===== src/rtl/cavlc_pkg.sv =====
// Shared types and width helpers for the CAVLC bit packer.
package cavlc_pkg;

  typedef enum logic {
    RUN   = 1'b0,
    FLUSH = 1'b1
  } state_e;

  localparam int CODE_W_DEF = 16;
  localparam int LEN_W_DEF  = 5;
  localparam int OUT_W_DEF  = 32;

  function automatic int acc_w(input int out_w, input int code_w);
    return out_w + code_w;
  endfunction

  function automatic int fill_w(input int out_w, input int code_w);
    return $clog2(out_w + code_w + 1);
  endfunction

  function automatic int nbits_w(input int out_w);
    return $clog2(out_w) + 1;
  endfunction

  localparam int ACC_W   = acc_w(OUT_W_DEF, CODE_W_DEF);
  localparam int FILL_W  = fill_w(OUT_W_DEF, CODE_W_DEF);
  localparam int NBITS_W = nbits_w(OUT_W_DEF);

endpackage


===== src/rtl/cavlc_bit_align.sv =====
// Masks a right-aligned code to its length and places its MSB at accumulator bit ACC_W-1-fill.
module cavlc_bit_align
  import cavlc_pkg::*;
#(
  parameter int CODE_W = 16,
  parameter int LEN_W  = 5,
  parameter int ACC_W  = 48,
  parameter int FILL_W = 6
) (
  input  logic [CODE_W-1:0] code_i,
  input  logic [LEN_W-1:0]  len_i,
  input  logic [FILL_W-1:0] fill_i,
  output logic [ACC_W-1:0]  aligned_o
);

  logic [CODE_W:0]   lenOneHot;
  logic [CODE_W-1:0] codeMask;
  logic [CODE_W-1:0] codeMasked;
  logic [FILL_W-1:0] shiftAmt;

  // len_i is already clamped to CODE_W, and fill+len < ACC_W, so the shift never underflows.
  always_comb begin
    lenOneHot  = (CODE_W + 1)'(1) << len_i;
    codeMask   = CODE_W'(lenOneHot - (CODE_W + 1)'(1));
    codeMasked = code_i & codeMask;
    shiftAmt   = FILL_W'(ACC_W) - fill_i - FILL_W'(len_i);
    aligned_o  = ACC_W'(codeMasked) << shiftAmt;
  end

endmodule


===== src/rtl/cavlc_bit_packer.sv =====
// Packs variable-length codes MSB-first into OUT_W-bit words; a flush-qualified symbol
// closes the stream with a zero-padded word tagged last.
module cavlc_bit_packer
  import cavlc_pkg::*;
#(
  parameter int CODE_W = 16,
  parameter int LEN_W  = 5,
  parameter int OUT_W  = 32
) (
  input  logic                   clk,
  input  logic                   rst,
  input  logic                   in_valid_i,
  output logic                   in_ready_o,
  input  logic [CODE_W-1:0]      in_code_i,
  input  logic [LEN_W-1:0]       in_len_i,
  input  logic                   in_flush_i,
  output logic                   out_valid_o,
  input  logic                   out_ready_i,
  output logic [OUT_W-1:0]       out_data_o,
  output logic [$clog2(OUT_W):0] out_nbits_o,
  output logic                   out_last_o,
  output logic                   err_len_o
);

  localparam int ACC_W   = acc_w(OUT_W, CODE_W);
  localparam int FILL_W  = fill_w(OUT_W, CODE_W);
  localparam int NBITS_W = nbits_w(OUT_W);

  state_e            state_q, state_d;
  logic [ACC_W-1:0]  acc_q, acc_d;
  logic [FILL_W-1:0] fill_q, fill_d;
  logic              err_len_q, err_len_d;

  logic              lenTooLong;
  logic [LEN_W-1:0]  lenClamped;
  logic [ACC_W-1:0]  alignedCode;
  logic              fullWord;
  logic              lastWord;
  logic              accept;
  logic              emit;

  assign lenTooLong = in_len_i > LEN_W'(CODE_W);
  assign lenClamped = lenTooLong ? LEN_W'(CODE_W) : in_len_i;

  cavlc_bit_align #(
    .CODE_W(CODE_W),
    .LEN_W (LEN_W),
    .ACC_W (ACC_W),
    .FILL_W(FILL_W)
  ) u_align (
    .code_i   (in_code_i),
    .len_i    (lenClamped),
    .fill_i   (fill_q),
    .aligned_o(alignedCode)
  );

  // Every output is decoded from registered state only; accept and emit are mutually exclusive.
  assign fullWord    = fill_q >= FILL_W'(OUT_W);
  assign lastWord    = (state_q == FLUSH) && (fill_q <= FILL_W'(OUT_W));
  assign in_ready_o  = (state_q == RUN) && !fullWord;
  assign out_valid_o = (state_q == FLUSH) || fullWord;
  assign out_data_o  = acc_q[ACC_W-1 -: OUT_W];
  assign out_nbits_o = !out_valid_o ? '0 : (lastWord ? NBITS_W'(fill_q) : NBITS_W'(OUT_W));
  assign out_last_o  = lastWord;
  assign err_len_o   = err_len_q;

  assign accept = in_valid_i && in_ready_o;
  assign emit   = out_valid_o && out_ready_i;

  always_comb begin
    acc_d     = acc_q;
    fill_d    = fill_q;
    state_d   = state_q;
    err_len_d = err_len_q;
    if (accept) begin
      acc_d     = acc_q | alignedCode;
      fill_d    = fill_q + FILL_W'(lenClamped);
      err_len_d = err_len_q | lenTooLong;
      if (in_flush_i) state_d = FLUSH;
    end else if (emit) begin
      if (lastWord) begin
        acc_d   = '0;
        fill_d  = '0;
        state_d = RUN;
      end else begin
        acc_d  = acc_q << OUT_W;
        fill_d = fill_q - FILL_W'(OUT_W);
      end
    end
  end

  always_ff @(posedge clk or posedge rst) begin
    if (rst) begin
      acc_q     <= '0;
      fill_q    <= '0;
      state_q   <= RUN;
      err_len_q <= 1'b0;
    end else begin
      acc_q     <= acc_d;
      fill_q    <= fill_d;
      state_q   <= state_d;
      err_len_q <= err_len_d;
    end
  end

endmodule

===== config.mk =====
export PLATFORM = sky130hd
export DESIGN_NAME = cavlc_bit_packer
export DESIGN_NICKNAME = d
export VERILOG_FILES = /design/src/rtl/cavlc_pkg.sv /design/src/rtl/cavlc_bit_align.sv /design/src/rtl/cavlc_bit_packer.sv
export SDC_FILE = /design/constraint.sdc
export NUM_CORES = 1
export LEC_CHECK = 0
export BUFFER_PORTS_ARGS = -buffer_cell sky130_fd_sc_hd__buf_4
export CAP_MARGIN = 20
export CORE_ASPECT_RATIO = 1.4
export CORE_UTILIZATION = 60
export CTS_BUF_LIST = sky130_fd_sc_hd__clkbuf_2 sky130_fd_sc_hd__clkbuf_4 sky130_fd_sc_hd__clkbuf_8
export DETAILED_ROUTE_END_ITERATION = 8
export PLACE_DENSITY = 0.83
export SYNTH_ARGS = -nofsm -noshare
export SYNTH_HDL_FRONTEND = slang
export SYNTH_SLANG_ARGS = --single-unit

===== constraint.sdc =====
create_clock -name clk -period 3.44 [get_ports clk]
set_input_delay 0 -clock clk [delete_from_list [all_inputs] [get_ports clk]]
set_output_delay 0 -clock clk [all_outputs]
set_load 0.005 [all_outputs]

==> flow_metrics.py, run 1 <==
metrics = {
    "setup_path": {
        "rr_startpoint": "fill_q[1]$_DFFE_PP0P_",
        "critPathBufInv": 3,
        "rr_worst_depth": 11,
        "path_depth": 11,
        "crit_slowest_cell": "dfrtp_1",
        "end_kind": "register",
        "crit_type": "register to register",
        "cp_max_fo": 19,
        "slowest_delay_ns": 0.40,
        "worstPathArrival_ns": 3.36,
        "critPathLaunchType": "register",
        "crit_required_ns": 3.70,
        "worstPathCellList": "ha_1 > inv_1 > ha_1 > fa_1 > buf_4 > xor2_1 > buf_4 > a211oi_1 > or2_2 > o31a_1 > a31oi_1",
        "crit_family": "adder cells",
        "cp-startpoint": "fill_q[1]$_DFFE_PP0P_",
    },
    "final_layout": {
        "final_nets": 656,
        "drive_above_1_share_pct": 22.0,
        "insertedDiodeCount": 0,
        "syn2layout_area_growth_pct": 12.7,
        "utilization_pct": 69.4,
    },
    "clocking": {
        "clock_path_buffers": 2,
        "cts.clk_slew.worst_paths_ns": 0.11,
        "cts_root_buf": "clkbuf_8",
        "cts_made_buffers": 5,
        "worstSkewPairLatency_ns": 0.32,
        "ctsHtreeMaxLevel": 2,
        "cts_tree": "yes",
        "clock-sinks": 56,
    },
    "logic_synthesis": {
        "syn-num-nets": 616,
        "ys_async_sr_fraction_pct": 100,
        "netlist_instances": 573,
        "ys_types": 75,
        "synth_edf_count": 0,
        "dominantRegCellSynth": "dfrtp_1",
        "synth-seq-cells": 56,
        "ys_seq_area_share_pct": 29.4,
        "syn-cell-area_um2": 4770,
        "ys_warn_count": 0,
        "synth_top_cell_area_share_pct": 29.4,
        "synth.area.top_cells": "dfrtp_1 29%, buf_4 5.5%, ha_1 3.9%",
        "synth.avg_cell_area_um2": 8.33,
        "yosysTopAreaCell": "dfrtp_1",
    },
    "route": {
        "dr.pass1.iters": 5,
        "drt-vias-per-instance": 6.68,
        "drt_iter0_drc": 430,
        "ant_nets": 0,
        "wl_mm": 14.3,
        "wl_per_cell_um": 20.0,
        "vias": 4766,
        "drc": 0,
    },
    "sta": {
        "max_slew_margin_pct": 47.5,
        "hold_slack_ns": 0.124,
        "setup-tns-final_ns": 0,
        "setup_viol": 0,
        "fmax_mhz": 322,
        "hold_viol_final": 0,
        "fin_skew_ns": 0.00885,
        "tightest_slew_ns": 0.784,
        "finalCriticalPeriod_ns": 3.10,
        "rsz0062_at_grt": "no",
        "report.final.slew_viol_count": 0,
        "fin_crit_sh_pct": 90.2,
    },
    "grt": {
        "grt_use_total_pct": 35.1,
        "grt_use_met1_pct": 42.1,
        "busiest_layer": "met2",
        "antenna_found_initial": 0,
        "grt_pass1_wl_mm": 23.0,
        "overflow": 0,
        "gr-usage-met3_pct": 3.56,
        "met2_usage_pct": 61.0,
        "grt_pass1_vias": 4568,
        "grt_max_degree": 57,
    },
    "pwr": {
        "power.density_nw_per_um2": 1100,
        "power.clock.fraction_pct": 6.4,
        "p_leak_nw": 2.47,
        "p_switching_mw": 3.16,
        "swShare_pct": 53.1,
        "combPwrFrac_pct": 76.2,
        "ir_drop_uv": 770,
        "p_int_mw": 2.78,
        "p_seq_share_pct": 17.5,
    },
    "worst_hold_path": {
        "min_path_type": "input port to register",
        "hp-start": "in_len_i[4]",
        "worstHoldPathCells": 4,
    },
    "die": {
        "rows": 38,
        "die_w_um": 77.4,
        "initial_core_util_pct": 61.6,
        "pin_count": 68,
        "core-area_um2": 7750,
        "die_h_um": 108,
        "die-area_um2": 8320,
    },
    "placement": {
        "portBuffers": 67,
        "dp_hpwl_mm": 10.6,
        "place_congestion": 0.966,
    },
    "job": {
        "max_cap_viol_count": 0,
    },
    "run_status": {
        "status": "completed",
    },
}
power by group through the flow:
stage / registers, mW / clock network, mW / logic [mW]
3_3_place_gp: 1.04 / 0 / 4.33
2_1_floorplan: 1.00 / 0 / 3.00
4_1_cts: 1.03 / 0.384 / 4.41
6_report: 1.04 / 0.380 / 4.53
5_1_grt: 1.06 / 0.402 / 4.82
3_5_place_dp: 1.05 / 0 / 4.37
metrics by stage:
step	std cells	total power [mW]	instance area, um^2	setup WS, ns
after floorplan	573	4.00	4770	0.416
final	714	5.94	5380	0.338
after CTS	713	5.82	5370	0.0702
after global placement	702	5.37	5250	0.189
after detailed placement	702	5.42	5250	0.0925
after global routing	714	6.28	5380	0.133
logic make-up (layout without fill, tap and decap cells):
logic type	after synthesis	in the layout	share of synthesized area, %
compound gates	199	199	29.7
simple gates	175	175	18.2
buf+inv	100	141	11.3
flops	56	56	29.4
fa+ha+maj	17	17	4.77
mux	16	16	4.82
xor+xnor	10	10	1.83
synth_stat cells (all sizes together), types with 12 or more instances:
master	instances
a31oi	14
nand2	50
nor2	35
dfrtp	56
inv	23
nand3	18
a21oi	28
clkbuf	28
and2	13
ha	15
and3	15
buf	47
o21ai	40
nor3	12
cell type report:
| class | count | area, um^2 |
|---|---|---|
| Timing Repair Buffer | 108 | 828 |
| Clock buffer | 5 | 68.8 |
| Clock inverter | 3 | 22.5 |
| Inverter | 25 | 93.8 |
| Tap cell | 100 | 125 |
| Fill cell | 655 | 2370 |
| Multi-Input combinational cell | 417 | 2840 |
| Sequential cell | 56 | 1400 |
routing by layer:
metal | vias up | share of wire [%]
met4 | 0 | 5.1
met3 | 57 | 6.4
met2 | 264 | 50
met1 | 2268 | 38
met5 | - | 0
li1 | 2177 | -
registers in the layout (all words and copies together), names as in the netlist:
register,cells
acc_q,48
fill_q,6
err_len_o,1
state_q,1
final timing paths:
check	slack [ns]	end
max in group asynchronous	2.53	acc_q[1]$_DFFE_PP0P_
worst max register to register	0.34	acc_q[36]$_DFFE_PP0P_
worst min register to register	0.48	err_len_o$_DFFE_PP0P_
min in group asynchronous	0.42	acc_q[27]$_DFFE_PP0P_
worst min-delay path	0.12	fill_q[5]$_DFFE_PP0P_
worst max-delay path	0.34	acc_q[36]$_DFFE_PP0P_
worst register-to-register path, cell delays in order (launching register included):
cell and delay (ns):
dfrtp_1 0.40, ha_1 0.29, inv_1 0.05, ha_1 0.22, fa_1 0.40, buf_4 0.17, xor2_1 0.33, buf_4 0.33
a211oi_1 0.11, or2_2 0.34, o31a_1 0.25, a31oi_1 0.16
placed cells by master, fill, tap and decap left out, types with 8 or more instances in the layout:
cell type  count
and2_1        12
nor3_1        12
o31ai_1        9
inv_1         22
a21oi_1       28
nor2_1        35
o21ai_1       20
nand3_1       18
nand2b_1      10
and3_1        15
buf_4        103
o221ai_1       8
nand2_1       50
a31oi_1       14
ha_1          15
a21o_1         9
mux2i_1        8
dfrtp_1       56
o211ai_1      11
o21ai_0       19
repair_timing:
item / CTS / global route
setup buffers: 0 / 0
hold buffers: 3 / 0
gates resized for setup: 0 / 0
hold endpoints to repair: 58 / 0
No activity file was read; power rests on OpenSTA's default activity.
==> inputs of run 2 (changes only) <==
--- a/config.mk
+++ b/config.mk
@@ -7,11 +7,14 @@
 export LEC_CHECK = 0
 export BUFFER_PORTS_ARGS = -buffer_cell sky130_fd_sc_hd__buf_4
 export CAP_MARGIN = 20
+export CELL_PAD_IN_SITES_DETAIL_PLACEMENT = 1
+export CELL_PAD_IN_SITES_GLOBAL_PLACEMENT = 2
 export CORE_ASPECT_RATIO = 1.4
-export CORE_UTILIZATION = 60
+export CORE_UTILIZATION = 36
 export CTS_BUF_LIST = sky130_fd_sc_hd__clkbuf_2 sky130_fd_sc_hd__clkbuf_4 sky130_fd_sc_hd__clkbuf_8
 export DETAILED_ROUTE_END_ITERATION = 8
 export PLACE_DENSITY = 0.83
+export SKIP_CTS_REPAIR_TIMING = 1
 export SYNTH_ARGS = -nofsm -noshare
 export SYNTH_HDL_FRONTEND = slang
 export SYNTH_SLANG_ARGS = --single-unit
==> flow_metrics.py, run 2 (same netlist as run 1, synthesis figures left out) <==
metrics = {
    "pwr": {
        "p_leak_nw": 2.48,
        "power.density_nw_per_um2": 1130,
        "p_total_mw": 6.18,
        "ir_drop_uv": 468,
    },
    "die": {
        "die_w_um": 99.3,
        "die_h_um": 138,
        "die-area_um2": 13700,
        "rows": 49,
        "core-area_um2": 12900,
        "initial_core_util_pct": 37.1,
        "pin_count": 68,
    },
    "grt": {
        "overflow": 0,
        "grt_pass1_wl_mm": 26.8,
        "grt_max_degree": 34,
        "grt_use_total_pct": 24.6,
        "grt_pass1_vias": 4954,
        "antenna_found_initial": 0,
    },
    "placement": {
        "dp_hpwl_mm": 12.5,
        "placed_area_um2": 5330,
        "place_congestion": 0.874,
        "dp.cells": 756,
        "portBuffers": 67,
        "place_ws_ns": 0.0379,
    },
    "final_layout": {
        "final_nets": 656,
        "largest_reg_flops": 48,
        "utilization_pct": 42.6,
        "top_regs": "acc_q: 48 flops, fill_q: 6 flops",
        "layout_commonest_cell": "buf_4",
        "syn2layout_area_growth_pct": 14.8,
        "layout_common_cells": "104 x buf_4, 56 x dfrtp_1, 50 x nand2_1, 35 x nor2_1, 28 x a21oi_1",
        "instances_no_fill": 767,
        "stdcell_area_um2": 5480,
        "insertedDiodeCount": 0,
        "top_register": "acc_q",
        "drive_above_1_share_pct": 22.1,
    },
    "clocking": {
        "ctsHtreeMaxLevel": 2,
        "cts_root_buf": "clkbuf_8",
        "cts_tree": "yes",
        "clock_path_buffers": 2,
        "worstSkewPairLatency_ns": 0.33,
        "cts_made_buffers": 5,
        "clock-sinks": 56,
        "cts.clk_slew.worst_paths_ns": 0.11,
    },
    "sta": {
        "max_slew_margin_pct": 42.5,
        "final.setup.worst_slack_ns": 0.255,
        "fin_skew_ns": 0.0135,
        "fmax_mhz": 314,
        "hold_viol_final": 1,
        "hold_slack_ns": -0.00185,
        "fin_crit_sh_pct": 92.6,
        "setup_viol": 0,
        "finalCriticalPeriod_ns": 3.18,
        "rsz0062_at_grt": "no",
        "tightest_slew_ns": 0.860,
        "setup-tns-final_ns": 0,
        "report.final.slew_viol_count": 0,
    },
    "run_status": {
        "status": "complete, but fails checks",
        "violations": "negative hold slack",
    },
    "route": {
        "drt-vias-per-instance": 6.16,
        "vias": 4725,
        "wl_mm": 16.5,
        "wl_per_cell_um": 21.5,
        "dr.pass1.iters": 4,
        "ant_nets": 0,
        "drc": 0,
        "drt_iter0_drc": 249,
    },
    "setup_path": {
        "cpMostUsedCell": "ha_1",
        "worstPathCellList": "ha_1 > inv_1 > ha_1 > fa_1 > buf_4 > xnor2_2 > nor2_1 > o211a_1 > a221o_1 > nand2_1 > a22oi_1",
        "end_kind": "register",
        "crit_required_ns": 3.69,
        "critPathBufInv": 2,
        "cp_max_fo": 8,
        "crit_slowest_cell": "nor2_1",
        "crit_type": "register to register",
        "rr_worst_depth": 11,
        "path_depth": 11,
        "worstPathArrival_ns": 3.43,
        "critPathLaunchType": "register",
        "slowest_delay_ns": 0.61,
        "crit_family": "adder cells",
    },
    "worst_hold_path": {
        "min_path_type": "input port to register",
        "worstHoldPathCells": 3,
    },
    "job": {
        "max_cap_viol_count": 0,
    },
}
## run 2: final timing paths
path / startpoint / endpoint / slack [ns]
min in group asynchronous: rst / acc_q[21]$_DFFE_PP0P_ / 0.28
max: fill_q[1]$_DFFE_PP0P_ / acc_q[37]$_DFFE_PP0P_ / 0.26
min: in_len_i[4] / err_len_o$_DFFE_PP0P_ / -0.002
min reg2reg: acc_q[9]$_DFFE_PP0P_ / acc_q[9]$_DFFE_PP0P_ / 0.48
max in group asynchronous: rst / acc_q[13]$_DFFE_PP0P_ / 2.31
max reg2reg: fill_q[1]$_DFFE_PP0P_ / acc_q[37]$_DFFE_PP0P_ / 0.26
## run 2: report_power, final
| part | internal (mW) | switching (mW) |
|---|---|---|
| sequential | 0.886 | 0.162 |
| combinational | 1.78 | 2.88 |
| clock | 0.239 | 0.241 |
## run 2: worst reg2reg max path, stage by stage, from the launching register on
cell	delay, ns
dfrtp_1	0.40
ha_1	0.29
inv_1	0.05
ha_1	0.22
fa_1	0.39
buf_4	0.16
xnor2_2	0.20
nor2_1	0.61
o211a_1	0.26
a221o_1	0.22
nand2_1	0.09
a22oi_1	0.20
## run 2: final cells by class
cell class / count / area, um^2
well taps: 153 / 191
clock inverters: 2 / 38.8
clock buffers: 6 / 82.6
flip-flops and latches: 56 / 1400
inverters: 25 / 93.8
repair buffers: 108 / 831
fillers: 1577 / 7390
multi-input cells: 417 / 2840
## run 2: layer usage
| metal | share of wire (%) | wire, um | vias up | global-route usage (%) |
|---|---|---|---|---|
| met5 | 0 | 0 | - | 0 |
| met4 | 4.3 | 715 | 0 | 11.3 |
| met3 | 3.7 | 602 | 46 | 2.12 |
| met2 | 51 | 8470 | 134 | 42.7 |
| met1 | 41 | 6690 | 2369 | 30.5 |
| li1 | - | - | 2176 | - |
